$ cat src/rtl/tblink_rpc_cmd_pkg.sv
// Shared types for the tblink RPC command client: FSM state encodings and a
// byte-count saturation helper used by both mailbox directions.
// No ports; imported by tblink_rpc_cmd_mbox_rx and tblink_rpc_cmd_client.
package tblink_rpc_cmd_pkg;

  // Inbound mailbox consumer states.
  typedef enum logic [1:0] {
    RX_IDLE     = 2'd0,
    RX_REQ      = 2'd1,
    RX_WAIT_RSP = 2'd2,
    RX_ACK      = 2'd3
  } rx_state_t;

  // Outbound mailbox producer states.
  typedef enum logic [1:0] {
    TX_IDLE = 2'd0,
    TX_POST = 2'd1,
    TX_WAIT = 2'd2,
    TX_RSP  = 2'd3
  } tx_state_t;

  // Clamp a byte count to the capacity of the buffer it describes.
  function automatic logic [7:0] sat_sz(input logic [7:0] sz, input logic [7:0] max_sz);
    return (sz > max_sz) ? max_sz : sz;
  endfunction

endpackage

$ cat src/rtl/tblink_rpc_cmd_mbox_rx.sv
// Purpose: inbound mailbox consumer; turns a pending cmd_in* command into a
//   ready/valid request and writes the user's response back to the mailbox.
// Latency: pending -> ireq_valid 1 cycle; irsp handshake -> cmd_in_rsp 1 cycle,
//   -> cmd_in_get_i toggle 2 cycles; 4 cycles minimum per command.
// Backpressure: ireq payload held while ireq_ready=0; irsp_ready only in WAIT_RSP.
// Ports: uclock/reset; cmd_in* mailbox side (put in, get/rsp out);
//   ireq_* request channel (out) and irsp_* response channel (in).
module tblink_rpc_cmd_mbox_rx
  import tblink_rpc_cmd_pkg::*;
#(
  parameter int CMD_IN_PARAMS_SZ = 4,
  parameter int CMD_IN_RSP_SZ    = 4
) (
  input  logic                          uclock,
  input  logic                          reset,
  // mailbox side
  input  logic [7:0]                    cmd_in,
  input  logic [7:0]                    cmd_in_sz,
  input  logic [CMD_IN_PARAMS_SZ*8-1:0] cmd_in_params,
  input  logic                          cmd_in_put_i,
  output logic                          cmd_in_get_i,
  output logic [CMD_IN_RSP_SZ*8-1:0]    cmd_in_rsp,
  output logic [7:0]                    cmd_in_rsp_sz,
  // user request channel
  output logic                          ireq_valid,
  input  logic                          ireq_ready,
  output logic [7:0]                    ireq_cmd,
  output logic [7:0]                    ireq_sz,
  output logic [CMD_IN_PARAMS_SZ*8-1:0] ireq_params,
  // user response channel
  input  logic                          irsp_valid,
  output logic                          irsp_ready,
  input  logic [CMD_IN_RSP_SZ*8-1:0]    irsp_data,
  input  logic [7:0]                    irsp_sz
);

  localparam logic [7:0] RSP_SZ_MAX = 8'(CMD_IN_RSP_SZ);

  rx_state_t state;

  always_ff @(posedge uclock) begin
    if (reset) begin
      state         <= RX_IDLE;
      ireq_valid    <= 1'b0;
      ireq_cmd      <= '0;
      ireq_sz       <= '0;
      ireq_params   <= '0;
      irsp_ready    <= 1'b0;
      cmd_in_rsp    <= '0;
      cmd_in_rsp_sz <= '0;
      cmd_in_get_i  <= 1'b0;
    end else begin
      case (state)
        // The mailbox indices are only compared here, so a command that is
        // still being serviced can never be picked up a second time.
        RX_IDLE: begin
          if (cmd_in_put_i != cmd_in_get_i) begin
            ireq_cmd    <= cmd_in;
            ireq_sz     <= cmd_in_sz;
            ireq_params <= cmd_in_params;
            ireq_valid  <= 1'b1;
            state       <= RX_REQ;
          end
        end
        // ireq_valid is high for the whole of this state.
        RX_REQ: begin
          if (ireq_ready) begin
            ireq_valid <= 1'b0;
            irsp_ready <= 1'b1;
            state      <= RX_WAIT_RSP;
          end
        end
        RX_WAIT_RSP: begin
          if (irsp_valid) begin
            irsp_ready    <= 1'b0;
            cmd_in_rsp    <= irsp_data;
            cmd_in_rsp_sz <= sat_sz(irsp_sz, RSP_SZ_MAX);
            state         <= RX_ACK;
          end
        end
        // The response registers settled a cycle ago; releasing the slot now
        // guarantees cmdproc never sees get move ahead of the data.
        RX_ACK: begin
          cmd_in_get_i <= ~cmd_in_get_i;
          state        <= RX_IDLE;
        end
        default: state <= RX_IDLE;
      endcase
    end
  end

endmodule

$ cat src/rtl/tblink_rpc_cmd_client.sv
// Purpose: client endpoint of the tblink_rpc_cmdproc mailboxes; inbound commands
//   become ireq/irsp transactions, oreq/orsp transactions become outbound commands.
// Latency: inbound see tblink_rpc_cmd_mbox_rx; outbound oreq handshake -> cmd_out*
//   1 cycle -> cmd_out_put_i toggle 2 cycles; get==put -> orsp_valid 1 cycle.
// Backpressure: one outbound command in flight; oreq_ready only in IDLE;
//   orsp payload held until orsp_ready.
// Ports: uclock/reset; cmd_in*/cmd_out* mailbox sides; ireq/irsp and oreq/orsp
//   user channels (ready/valid).
module tblink_rpc_cmd_client
  import tblink_rpc_cmd_pkg::*;
#(
  parameter int CMD_IN_PARAMS_SZ  = 4,
  parameter int CMD_IN_RSP_SZ     = 4,
  parameter int CMD_OUT_PARAMS_SZ = 4,
  parameter int CMD_OUT_RSP_SZ    = 4
) (
  input  logic                           uclock,
  input  logic                           reset,
  // inbound mailbox
  input  logic [7:0]                     cmd_in,
  input  logic [7:0]                     cmd_in_sz,
  input  logic [CMD_IN_PARAMS_SZ*8-1:0]  cmd_in_params,
  input  logic                           cmd_in_put_i,
  output logic                           cmd_in_get_i,
  output logic [CMD_IN_RSP_SZ*8-1:0]     cmd_in_rsp,
  output logic [7:0]                     cmd_in_rsp_sz,
  // outbound mailbox
  output logic [7:0]                     cmd_out,
  output logic [7:0]                     cmd_out_sz,
  output logic [CMD_OUT_PARAMS_SZ*8-1:0] cmd_out_params,
  output logic                           cmd_out_put_i,
  input  logic                           cmd_out_get_i,
  input  logic [CMD_OUT_RSP_SZ*8-1:0]    cmd_out_rsp,
  input  logic [7:0]                     cmd_out_rsp_sz,
  // inbound user channels
  output logic                           ireq_valid,
  input  logic                           ireq_ready,
  output logic [7:0]                     ireq_cmd,
  output logic [7:0]                     ireq_sz,
  output logic [CMD_IN_PARAMS_SZ*8-1:0]  ireq_params,
  input  logic                           irsp_valid,
  output logic                           irsp_ready,
  input  logic [CMD_IN_RSP_SZ*8-1:0]     irsp_data,
  input  logic [7:0]                     irsp_sz,
  // outbound user channels
  input  logic                           oreq_valid,
  output logic                           oreq_ready,
  input  logic [7:0]                     oreq_cmd,
  input  logic [7:0]                     oreq_sz,
  input  logic [CMD_OUT_PARAMS_SZ*8-1:0] oreq_params,
  output logic                           orsp_valid,
  input  logic                           orsp_ready,
  output logic [CMD_OUT_RSP_SZ*8-1:0]    orsp_data,
  output logic [7:0]                     orsp_sz
);

  localparam logic [7:0] OUT_SZ_MAX = 8'(CMD_OUT_PARAMS_SZ);

  // Inbound direction: fully independent of the outbound FSM below.
  tblink_rpc_cmd_mbox_rx #(
    .CMD_IN_PARAMS_SZ (CMD_IN_PARAMS_SZ),
    .CMD_IN_RSP_SZ    (CMD_IN_RSP_SZ)
  ) u_mbox_rx (
    .uclock        (uclock),
    .reset         (reset),
    .cmd_in        (cmd_in),
    .cmd_in_sz     (cmd_in_sz),
    .cmd_in_params (cmd_in_params),
    .cmd_in_put_i  (cmd_in_put_i),
    .cmd_in_get_i  (cmd_in_get_i),
    .cmd_in_rsp    (cmd_in_rsp),
    .cmd_in_rsp_sz (cmd_in_rsp_sz),
    .ireq_valid    (ireq_valid),
    .ireq_ready    (ireq_ready),
    .ireq_cmd      (ireq_cmd),
    .ireq_sz       (ireq_sz),
    .ireq_params   (ireq_params),
    .irsp_valid    (irsp_valid),
    .irsp_ready    (irsp_ready),
    .irsp_data     (irsp_data),
    .irsp_sz       (irsp_sz)
  );

  // Outbound direction.
  tx_state_t tx_state;

  always_ff @(posedge uclock) begin
    if (reset) begin
      tx_state       <= TX_IDLE;
      oreq_ready     <= 1'b0;
      cmd_out        <= '0;
      cmd_out_sz     <= '0;
      cmd_out_params <= '0;
      cmd_out_put_i  <= 1'b0;
      orsp_valid     <= 1'b0;
      orsp_data      <= '0;
      orsp_sz        <= '0;
    end else begin
      case (tx_state)
        // oreq_ready is registered, so it reads 0 for the first cycle after
        // reset and the handshake only counts once it is visibly high.
        TX_IDLE: begin
          oreq_ready <= 1'b1;
          if (oreq_valid && oreq_ready) begin
            cmd_out        <= oreq_cmd;
            cmd_out_sz     <= sat_sz(oreq_sz, OUT_SZ_MAX);
            cmd_out_params <= oreq_params;
            oreq_ready     <= 1'b0;
            tx_state       <= TX_POST;
          end
        end
        // Payload registers were written last cycle, so they are already
        // stable when cmdproc sees the put index move.
        TX_POST: begin
          cmd_out_put_i <= ~cmd_out_put_i;
          tx_state      <= TX_WAIT;
        end
        TX_WAIT: begin
          if (cmd_out_get_i == cmd_out_put_i) begin
            orsp_data  <= cmd_out_rsp;
            orsp_sz    <= cmd_out_rsp_sz;
            orsp_valid <= 1'b1;
            tx_state   <= TX_RSP;
          end
        end
        TX_RSP: begin
          if (orsp_ready) begin
            orsp_valid <= 1'b0;
            oreq_ready <= 1'b1;
            tx_state   <= TX_IDLE;
          end
        end
        default: tx_state <= TX_IDLE;
      endcase
    end
  end

endmodule

$ cat config.mk
export PLATFORM = sky130hd
export DESIGN_NAME = tblink_rpc_cmd_client
export DESIGN_NICKNAME = d
export VERILOG_FILES = /design/src/rtl/tblink_rpc_cmd_pkg.sv /design/src/rtl/tblink_rpc_cmd_mbox_rx.sv /design/src/rtl/tblink_rpc_cmd_client.sv
export SDC_FILE = /design/constraint.sdc
export NUM_CORES = 1
export LEC_CHECK = 0
export BUFFER_PORTS_ARGS = -buffer_cell sky130_fd_sc_hd__buf_2
export CAP_MARGIN = 40
export CORE_AREA = 4 4 139 141
export CTS_BUF_LIST = sky130_fd_sc_hd__clkbuf_4
export DETAILED_ROUTE_END_ITERATION = 6
export DIE_AREA = 0 0 143 145
export HOLD_SLACK_MARGIN = 0.15
export PLACE_DENSITY = 0.69
export SLEW_MARGIN = 40
export SYNTH_ARGS = -nofsm -noshare
export SYNTH_HDL_FRONTEND = slang
export SYNTH_SLANG_ARGS = --single-unit
$ cat constraint.sdc
create_clock -name uclock -period 2 [get_ports uclock]
set_clock_uncertainty 0.15 [all_clocks]
set_input_delay 0.1 -clock uclock [delete_from_list [all_inputs] [get_ports uclock]]
set_output_delay 0.1 -clock uclock [all_outputs]
set_load 0.1 [all_outputs]
==> results of run 1 <==
cell usage after synthesis (3+ instances only):
master      n  area share (%)
buf_2      13            0.95
o21ai_1     3            0.22
clkbuf_2    4            0.29
inv_1       9            0.49
and3_1     11             1.0
nand2_1   158             8.7
buf_4       3            0.33
nand3_1    89             6.5
clkbuf_1   56             3.1
nor2_1      8            0.44
ha_1        8             1.5
xnor2_1     4            0.51
nand4_1     4            0.37
o21ai_0    86             6.3
a21oi_1   172              13
dfxtp_1   186              54
per-stage QoR:
step	area (sq um)	utilization, %	hold WS (ns)	setup slack [ns]	instances
floorplan	6850	-	0.0860	0.251	835
detailed placement	8970	49.9	0.195	0.354	1375
global placement	8960	49.9	0.190	0.237	1375
kinds of logic after synthesis:
kind of cell               after synthesis
adders and majority gates                8
xor gates and xnor gates                 6
and+or+nand+nor                        278
buffers and inverters                   86
muxes                                    2
DFF                                    186
AOI/OAI and AO/OA                      269
==> key figures, run 1 <==
Floorplan
  • Die width: 143 microns
  • IO Count: 366
  • Row count: 49
  • Starting Density: 38.1%
  • Die H: 145 microns

Synthesis
  • Mux contribution to synthesized area: 0.292%
  • Syn Nets: 1027
  • Synth Area in Adders: 1.46%
  • Post-synthesis sequential area ratio: 54.4%
  • Ys flop type: dfxtp_1
  • Mean post-synth cell area: 8.20 sq um
  • Cell count after synthesis: 835
  • Post-synth ARST share: 0%
  • #FFs+latches synth: 186
  • Largest family of logic cells by synthesized area: compound AO/OA/AOI/OAI gates
  • Mapped Area: 6850 sq um
  • Post-synthesis cell type count: 32
  • Compound-Gate Fraction of Synth Area: 20.2%
  • Synth Area in Simple Gates: 17.7%
  • Post-synth EDFFs: 0
  • Post-synthesis xor/xnor area fraction: 0.768%
  • Synth warn: 0

Clock network
  • Root Driver: clkbuf_4
  • CTS max path bufs: 2
  • Post-CTS Setup Inserts: 0
  • Clock sink total: 186
  • Hold bufs inserted after CTS: 283
  • Num CTS Buffers: 17
  • Post-CTS sizing: 0
  • Htree depth: 4

Place
  • Gp weighted congestion: 0.814
  • Dpl hpwl: 15500 microns
  • # port buffers: 365

Outcome
  • Status: did not finish
  • Failing step: clock tree synthesis (4_1_cts)
  • Error: [ERROR RSZ-0060] Max buffer count reached.
==> run 2: changes to the inputs <==
CORE_AREA = 4 4 140 142   (was 4 4 139 141)
CTS_BUF_LIST = not set   (was sky130_fd_sc_hd__clkbuf_4)
DIE_AREA = 0 0 144 146   (was 0 0 143 145)
HOLD_SLACK_MARGIN = not set   (was 0.15)
PLACE_DENSITY = not set   (was 0.69)
PLACE_DENSITY_LB_ADDON = 0.15   (was not set)
==> key figures, run 2 <==
Outcome
  • Status: finished clean

Synthesis
  • Post-synthesis sequential area ratio: 54.4% (unchanged)
  • Post-synthesis cell type count: 32 (unchanged)
  • Syn Nets: 1027 (unchanged)
  • Post-synth ARST share: 0% (unchanged)
  • Synth warn: 0 (unchanged)
  • Mean post-synth cell area: 8.20 sq um (unchanged)
  • Dominant cells by area after synthesis: dfxtp_1, a21oi_1, nand2_1
  • Count leader, synth: dfxtp_1
  • Ys flop type: dfxtp_1
  • Cell count after synthesis: 835 (unchanged)
  • #FFs+latches synth: 186 (unchanged)
  • Top-area cell type share of the netlist area: 54.4% (unchanged)
  • Commonest cells post-synth: dfxtp_1, a21oi_1, nand2_1
  • Mapped Area: 6850 sq um (unchanged)
  • Post-synth EDFFs: 0 (unchanged)
  • Most area-hungry cell type in the Yosys netlist: dfxtp_1

STA
  • Setup ws final: 0.283 ns
  • Crit path time final: 1.72 ns
  • Setup TNS: 0 ns
  • Hold Violations, Final: 0
  • Setup violators final: 0
  • Post-route clock period utilization: 85.9%
  • Fmax: 582 MHz
  • Rel. slew slack: 59.7%
  • Worst-margin pin slew: 0.604 ns
  • Slew Viols, Final: 0
  • Hold slack: 0.0894 ns
  • RSZ-0062 raised after global routing: no

Clock network
  • Clk slew on worst S/H paths: 0.07 ns
  • Clock sink total: 186 (unchanged)
  • Root Driver: clkbuf_16
  • Worst skew pair latency: 0.42 ns
  • Post-CTS Setup Inserts: 0 (unchanged)
  • Num CTS Buffers: 17 (unchanged)
  • TritonCTS clock tree: built
  • CTS max path bufs: 2 (unchanged)
  • Htree depth: 4 (unchanged)

Global routing
  • Total grt overflow: 0
  • Initial antenna violation count: 0
  • Vias in the first global route: 7620
  • Pin count of the biggest net entering global routing: 94
  • First-pass GRT wire length: 38900 microns
  • All-Layer GR Usage: 22.6%

Routing
  • Drt total wl: 24800 microns
  • Pre-antenna DRT Iters: 4
  • Via-to-Cell Ratio: 4.98
  • Vias: 7895
  • Average wire per standard cell: 15.6 microns
  • ANT nets after route: 0
  • Initial drt markers: 441
  • Residual DRC count: 0

Pwr
  • Flop pwr share: 28.5%
  • Clock Power Share: 22.9%
  • Sw frac: 49.8%
  • LEAKAGE: 5.11 nW
  • Power Internal: 8.12 mW
  • VDD IR max: 0.000774 V
  • Pwr/cell area: 1420 nW/um^2
  • Psw: 8.06 mW
  • Comb pwr share: 48.5%

Cells and area
  • Layout cells sized above 1: 31.7%
  • Post-route cell area: 11400 sq um
  • # diodes: 0
  • Core Util, Final: 61.7%
  • Area growth syn-to-layout: 66.4%
  • Most frequent cells in the layout: buf_2, dfxtp_1, dlygate4sd3_1
  • Final Net Count: 1531
  • Commonest non-fill, non-tap cell in the layout: buf_2

Floorplan
  • Core Box Area: 18500 sq um
  • IO Count: 366 (unchanged)
  • Die width: 144 microns (+0.70%)
  • Row count: 50 (+2.0%)
  • Die H: 146 microns (+0.69%)
  • Starting Density: 37.1% (-1.0 points)
  • Die area: 21000 sq um

Critical path
  • R2R depth: 6
  • Worst-path fanout max: 44
  • CP Launch Type: flop
  • Worst Path Arrival: 1.90 ns
  • Slowest CP cell: dfxtp_1
  • Crit path cell chain: inv_1 -> ha_1 -> and3_1 -> buf_12 -> nor2_1 -> a311oi_1
  • CP Launch Point: tx_state[0]$_SDFFE_PP0P_
  • Buf/Inv on CP: 2
  • Critical path type: flop to flop
  • Largest stage delay on the critical path: 0.34 ns
  • Crit path depth: 6
  • Worst Setup EP: cmd_out_sz[2]$_SDFFE_PP0P_
  • Worst path required time: 2.18 ns
  • Reg2reg start: tx_state[0]$_SDFFE_PP0P_
  • Endpoint class of the critical path: flop
  • R2R Setup Slk: 0.28 ns
  • Worst path top cell family by delay: flip-flops
  • RR Endpoint: cmd_out_sz[2]$_SDFFE_PP0P_

Place
  • Dpl hpwl: 15400 microns (-0.40%)
  • Pre-CTS WS: 0.256 ns (-0.0979 ns)
  • Area post-placement: 8970 sq um (about the same)
  • # port buffers: 365 (unchanged)
  • Gp weighted congestion: 0.783 (-3.9%)

Hold path
  • Worst hold-check path type: primary input to flop
  • Hold Crit Start: cmd_in_put_i

Job
  • Max-Cap Viols: 0
[run 2: cell counts after synthesis]
No cell type changed its count.
[run 2: power by group through the flow]
| stage | Clock (mW) | Sequential [mW] | Combinational [mW] |
|---|---|---|---|
| after floorplan | 0 | 8.61 | 2.04 |
| after global placement | 0 | 4.67 | 7.60 |
| after detailed placement | 0 | 4.70 | 7.59 |
| after CTS | 3.79 | 4.62 | 7.87 |
| after global routing | 3.95 | 4.69 | 8.28 |
| final | 3.71 | 4.62 | 7.85 |
[run 2: logic make-up after synthesis]
logic type                 Yosys count  share of synthesized area, %
AOI/OAI and AO/OA                  269                          20.2
xor gates and xnor gates             6                         0.768
adders and majority gates            8                          1.46
buffers and inverters               86                          5.19
DFF                                186                          54.4
muxes                                2                         0.292
and+or+nand+nor                    278                          17.7
[run 2: cell type report]
type                       instances  area, sq um
fill                            1597         7070
timing repair buffer             561         3860
sequential                       186         3730
multi-input combinational        563         2830
clock buffer                      19          443
tap                              234          293
clock inverter                    13          204
inverter                          10         37.5
[run 2: worst min-delay path by stage]
stage / to / slack (ns) / cells past startpoint
6_report: u_mbox_rx.ireq_sz[7]$_SDFFE_PP0P_ / 0.09 / 4
5_1_grt: u_mbox_rx.ireq_valid$_SDFFE_PP0P_ / 0.13 / 4
4_1_cts: orsp_sz[2]$_SDFFE_PP0P_ / 0.08 / 4
3_5_place_dp: u_mbox_rx.cmd_in_rsp[30]$_SDFFE_PP0P_ / 0.20 / 3
3_3_place_gp: u_mbox_rx.cmd_in_rsp[14]$_SDFFE_PP0P_ / 0.19 / 3
2_1_floorplan: cmd_out[0]$_SDFFE_PP0P_ / 0.09 / 2
[run 2: metrics by stage]
step | power (mW) | std cells
after floorplan | 10.7 | 835
after global placement | 12.3 | 1377
after detailed placement | 12.3 | 1377
after CTS | 16.3 | 1586
after global routing | 16.9 | 1586
final | 16.2 | 1586
[run 2: layer usage]
metal	vias up	track usage [%]	part of all wire, %
met1	3613	26.5	39
li1	3855	-	-
met2	353	37.6	49
met5	-	0	0
met3	74	6.21	7.9
met4	0	11.3	4.3
[run 2: repair_timing]
item / in CTS / in global routing
endpoints found under the hold margin: 174 / 0
hold buffers: 177 / 0
resized for setup: 0 / 0
[run 2: tightest hold or removal path, stage by stage]
cell and delay (ns):
buf_2 0.15, xnor2_2 0.12, o21ai_0 0.17, a21oi_1 0.06
(Power assumes the default switching activity.)
==> run 3: changes to the inputs <==
REMOVE_ABC_BUFFERS = 1   (was not set)
clock period = 2.15 ns   (was 2 ns; I/O delays follow)
==> key figures, run 3 (synthesized netlist as in run 2, its figures left out) <==
Outcome
  • Status: finished clean

Routing
  • Via-to-Cell Ratio: 4.92 (-1.2%)
  • Residual DRC count: 0 (unchanged)
  • Average wire per standard cell: 15.2 microns (-2.8%)
  • ANT nets after route: 0 (unchanged)
  • Pre-antenna DRT Iters: 5 (+1)
  • Drt total wl: 24200 microns (-2.5%)
  • Initial drt markers: 332 (-25%)
  • Vias: 7824 (-0.90%)

Pwr
  • Power Internal: 7.58 mW (-6.7%)
  • LEAKAGE: 5.13 nW (+0.35%)
  • Comb pwr share: 48.5% (about the same)
  • Pwr/cell area: 1310 nW/um^2 (-7.7%)
  • Clock Power Share: 22.8% (about the same)
  • Psw: 7.43 mW (-7.7%)
  • VDD IR max: 0.000677 V (-12%)
  • Sw frac: 49.5% (-0.27 points)
  • Flop pwr share: 28.6% (about the same)

STA
  • Hold Violations, Final: 0 (unchanged)
  • Crit path time final: 2.05 ns (+0.337 ns)
  • Rel. slew slack: 52.6% (-7.1 points)
  • Post-route clock period utilization: 95.5% (+9.7 points)
  • Slew Viols, Final: 0 (unchanged)
  • Worst-margin pin slew: 0.710 ns (+0.106 ns)
  • Fmax: 487 MHz (-16%)
  • Hold slack: 0.176 ns (+0.0865 ns)
  • Setup violators final: 0 (unchanged)
  • Setup ws final: 0.0957 ns (-0.187 ns)
  • RSZ-0062 raised after global routing: no

Global routing
  • Pin count of the biggest net entering global routing: 70 (-26%)
  • Initial antenna violation count: 0 (unchanged)
  • All-Layer GR Usage: 21.5% (-1.1 points)
  • Total grt overflow: 0 (unchanged)
  • First-pass GRT wire length: 37300 microns (-4.2%)
  • Vias in the first global route: 7600 (-0.26%)

Cells and area
  • # diodes: 0 (unchanged)
  • Most frequent cells in the layout: buf_2, dfxtp_1, dlygate4sd3_1
  • Layout cells sized above 1: 31.6% (-0.043 points)
  • Final Net Count: 1536 (+0.33%)
  • Area growth syn-to-layout: 67.2%
  • Fill count: 1589 (-0.50%)
  • Commonest non-fill, non-tap cell in the layout: buf_2

Critical path
  • Crit path cell chain: inv_1 -> ha_2 -> and2_4 -> buf_12 -> nand4_1 -> dlygate4sd3_1 -> a21oi_1
  • Slowest CP cell: dlygate4sd3_1
  • Buf/Inv on CP: 3 (+1)
  • Worst path top cell family by delay: buffers and inverters
  • Worst-path fanout max: 18 (-59%)
  • Largest stage delay on the critical path: 0.59 ns (+0.25 ns)
  • Worst Path Arrival: 2.26 ns (+0.36 ns)
  • CP Launch Type: flop
  • Worst path required time: 2.35 ns (+0.17 ns)
  • Critical path type: flop to flop
  • Endpoint class of the critical path: flop

Clock network
  • Worst skew pair latency: 0.41 ns (about the same)
  • Post-CTS Setup Inserts: 0 (unchanged)
  • Root Driver: clkbuf_16
  • Clk slew on worst S/H paths: 0.07 ns (about the same)
  • Num CTS Buffers: 17 (unchanged)
  • Clock sink total: 186 (unchanged)
  • CTS max path bufs: 2 (unchanged)
  • Htree depth: 4 (unchanged)
  • TritonCTS clock tree: built

Hold path
  • Worst hold-check path type: primary input to flop

Floorplan
  • Die H: 146 microns (unchanged)
  • Die width: 144 microns (unchanged)
  • Die area: 21000 sq um (unchanged)
  • Core Box Area: 18500 sq um (unchanged)
  • Starting Density: 37.1% (unchanged)
  • IO Count: 366 (unchanged)
  • Row count: 50 (unchanged)

Place
  • Pre-CTS WS: 0.293 ns (+0.0375 ns)
  • Gp weighted congestion: 0.827 (+5.7%)
  • # port buffers: 365 (unchanged)
  • Dpl hpwl: 15100 microns (-2.0%)

Job
  • Max-Cap Viols: 0 (unchanged)
[run 3: cell count changes in the layout (fill, tap and decap cells not counted), sizes merged]
cell / before / now
bufinv: 4 / 5
xnor2: 4 / 5
dlygate4sd3: 177 / 180
inv: 16 / 14
clkinv: 1 / 3
[run 3: worst min-delay path, delay by kind of cell]
kind                      cells  cell delay (ns)
xor gates and xnor gates      1             0.19
AOI/OAI and AO/OA             1             0.05
and+or+nand+nor               1             0.12
buffers and inverters         1             0.22
[run 3: power by group through the flow]
stage / Sequential, mW / Combinational [mW] / Clock, mW
floorplan: 8.01 / 1.62 / 0
global placement: 4.33 / 6.93 / 0
detailed placement: 4.36 / 6.94 / 0
CTS: 4.28 / 7.22 / 3.52
global route: 4.37 / 7.67 / 3.65
finish: 4.30 / 7.28 / 3.43
[run 3: worst paths after layout]
check                                             start                                       to  slack [ns]  cells after the start
setup / recovery        u_mbox_rx.state[0]$_SDFFE_PP0P_  u_mbox_rx.cmd_in_rsp_sz[1]$_SDFFE_PP0P_         0.1                      7
hold / removal                            cmd_out_get_i               orsp_data[16]$_SDFFE_PP0P_        0.18                      4
setup reg to reg        u_mbox_rx.state[0]$_SDFFE_PP0P_  u_mbox_rx.cmd_in_rsp_sz[1]$_SDFFE_PP0P_         0.1                      7
hold reg to reg   u_mbox_rx.cmd_in_rsp[24]$_SDFFE_PP0P_    u_mbox_rx.cmd_in_rsp[24]$_SDFFE_PP0P_        0.30                      2
[run 3: layout make-up]
class                   count  area, sq um  area share (%)
clock buffers              18          429            3.75
clock inverters            14          215            1.88
inverters                  10         37.5           0.328
multi-input cells         564         2850            24.9
flip-flops and latches    186         3720            32.5
well taps                 234          293            2.56
repair buffers            565         3890            34.0
[run 3: repair_timing]
item | CTS | global route
endpoints found under the setup margin | 0 | 4
endpoints found under the hold margin | 173 | 0
hold buffers | 180 | 0
gates resized for setup | 0 | 5
[run 3: stage by stage]
| step | cells | utilization [%] | power [mW] | TNS (ns) | area (sq um) |
|---|---|---|---|---|---|
| 6_report | 1591 | 62.0 | 15.0 | 0 | 11400 |
| 5_1_grt | 1591 | 62.0 | 15.7 | 0 | 11400 |
| 4_1_cts | 1589 | 61.7 | 15.0 | 0 | 11400 |
| 3_5_place_dp | 1377 | 48.4 | 11.3 | 0 | 8930 |
| 3_3_place_gp | 1377 | 48.4 | 11.3 | 0 | 8920 |
| 2_1_floorplan | 759 | - | 9.63 | -122.78 | 6530 |
[run 3: layer usage]
metal  GRT usage (%)  vias to the layer above  share of wire, %
met5               0                        -                 0
met4            10.3                        0               3.4
met3            5.42                       65               7.2
met2            36.2                      297                49
met1            25.5                     3591                40
li1                -                     3871                 -
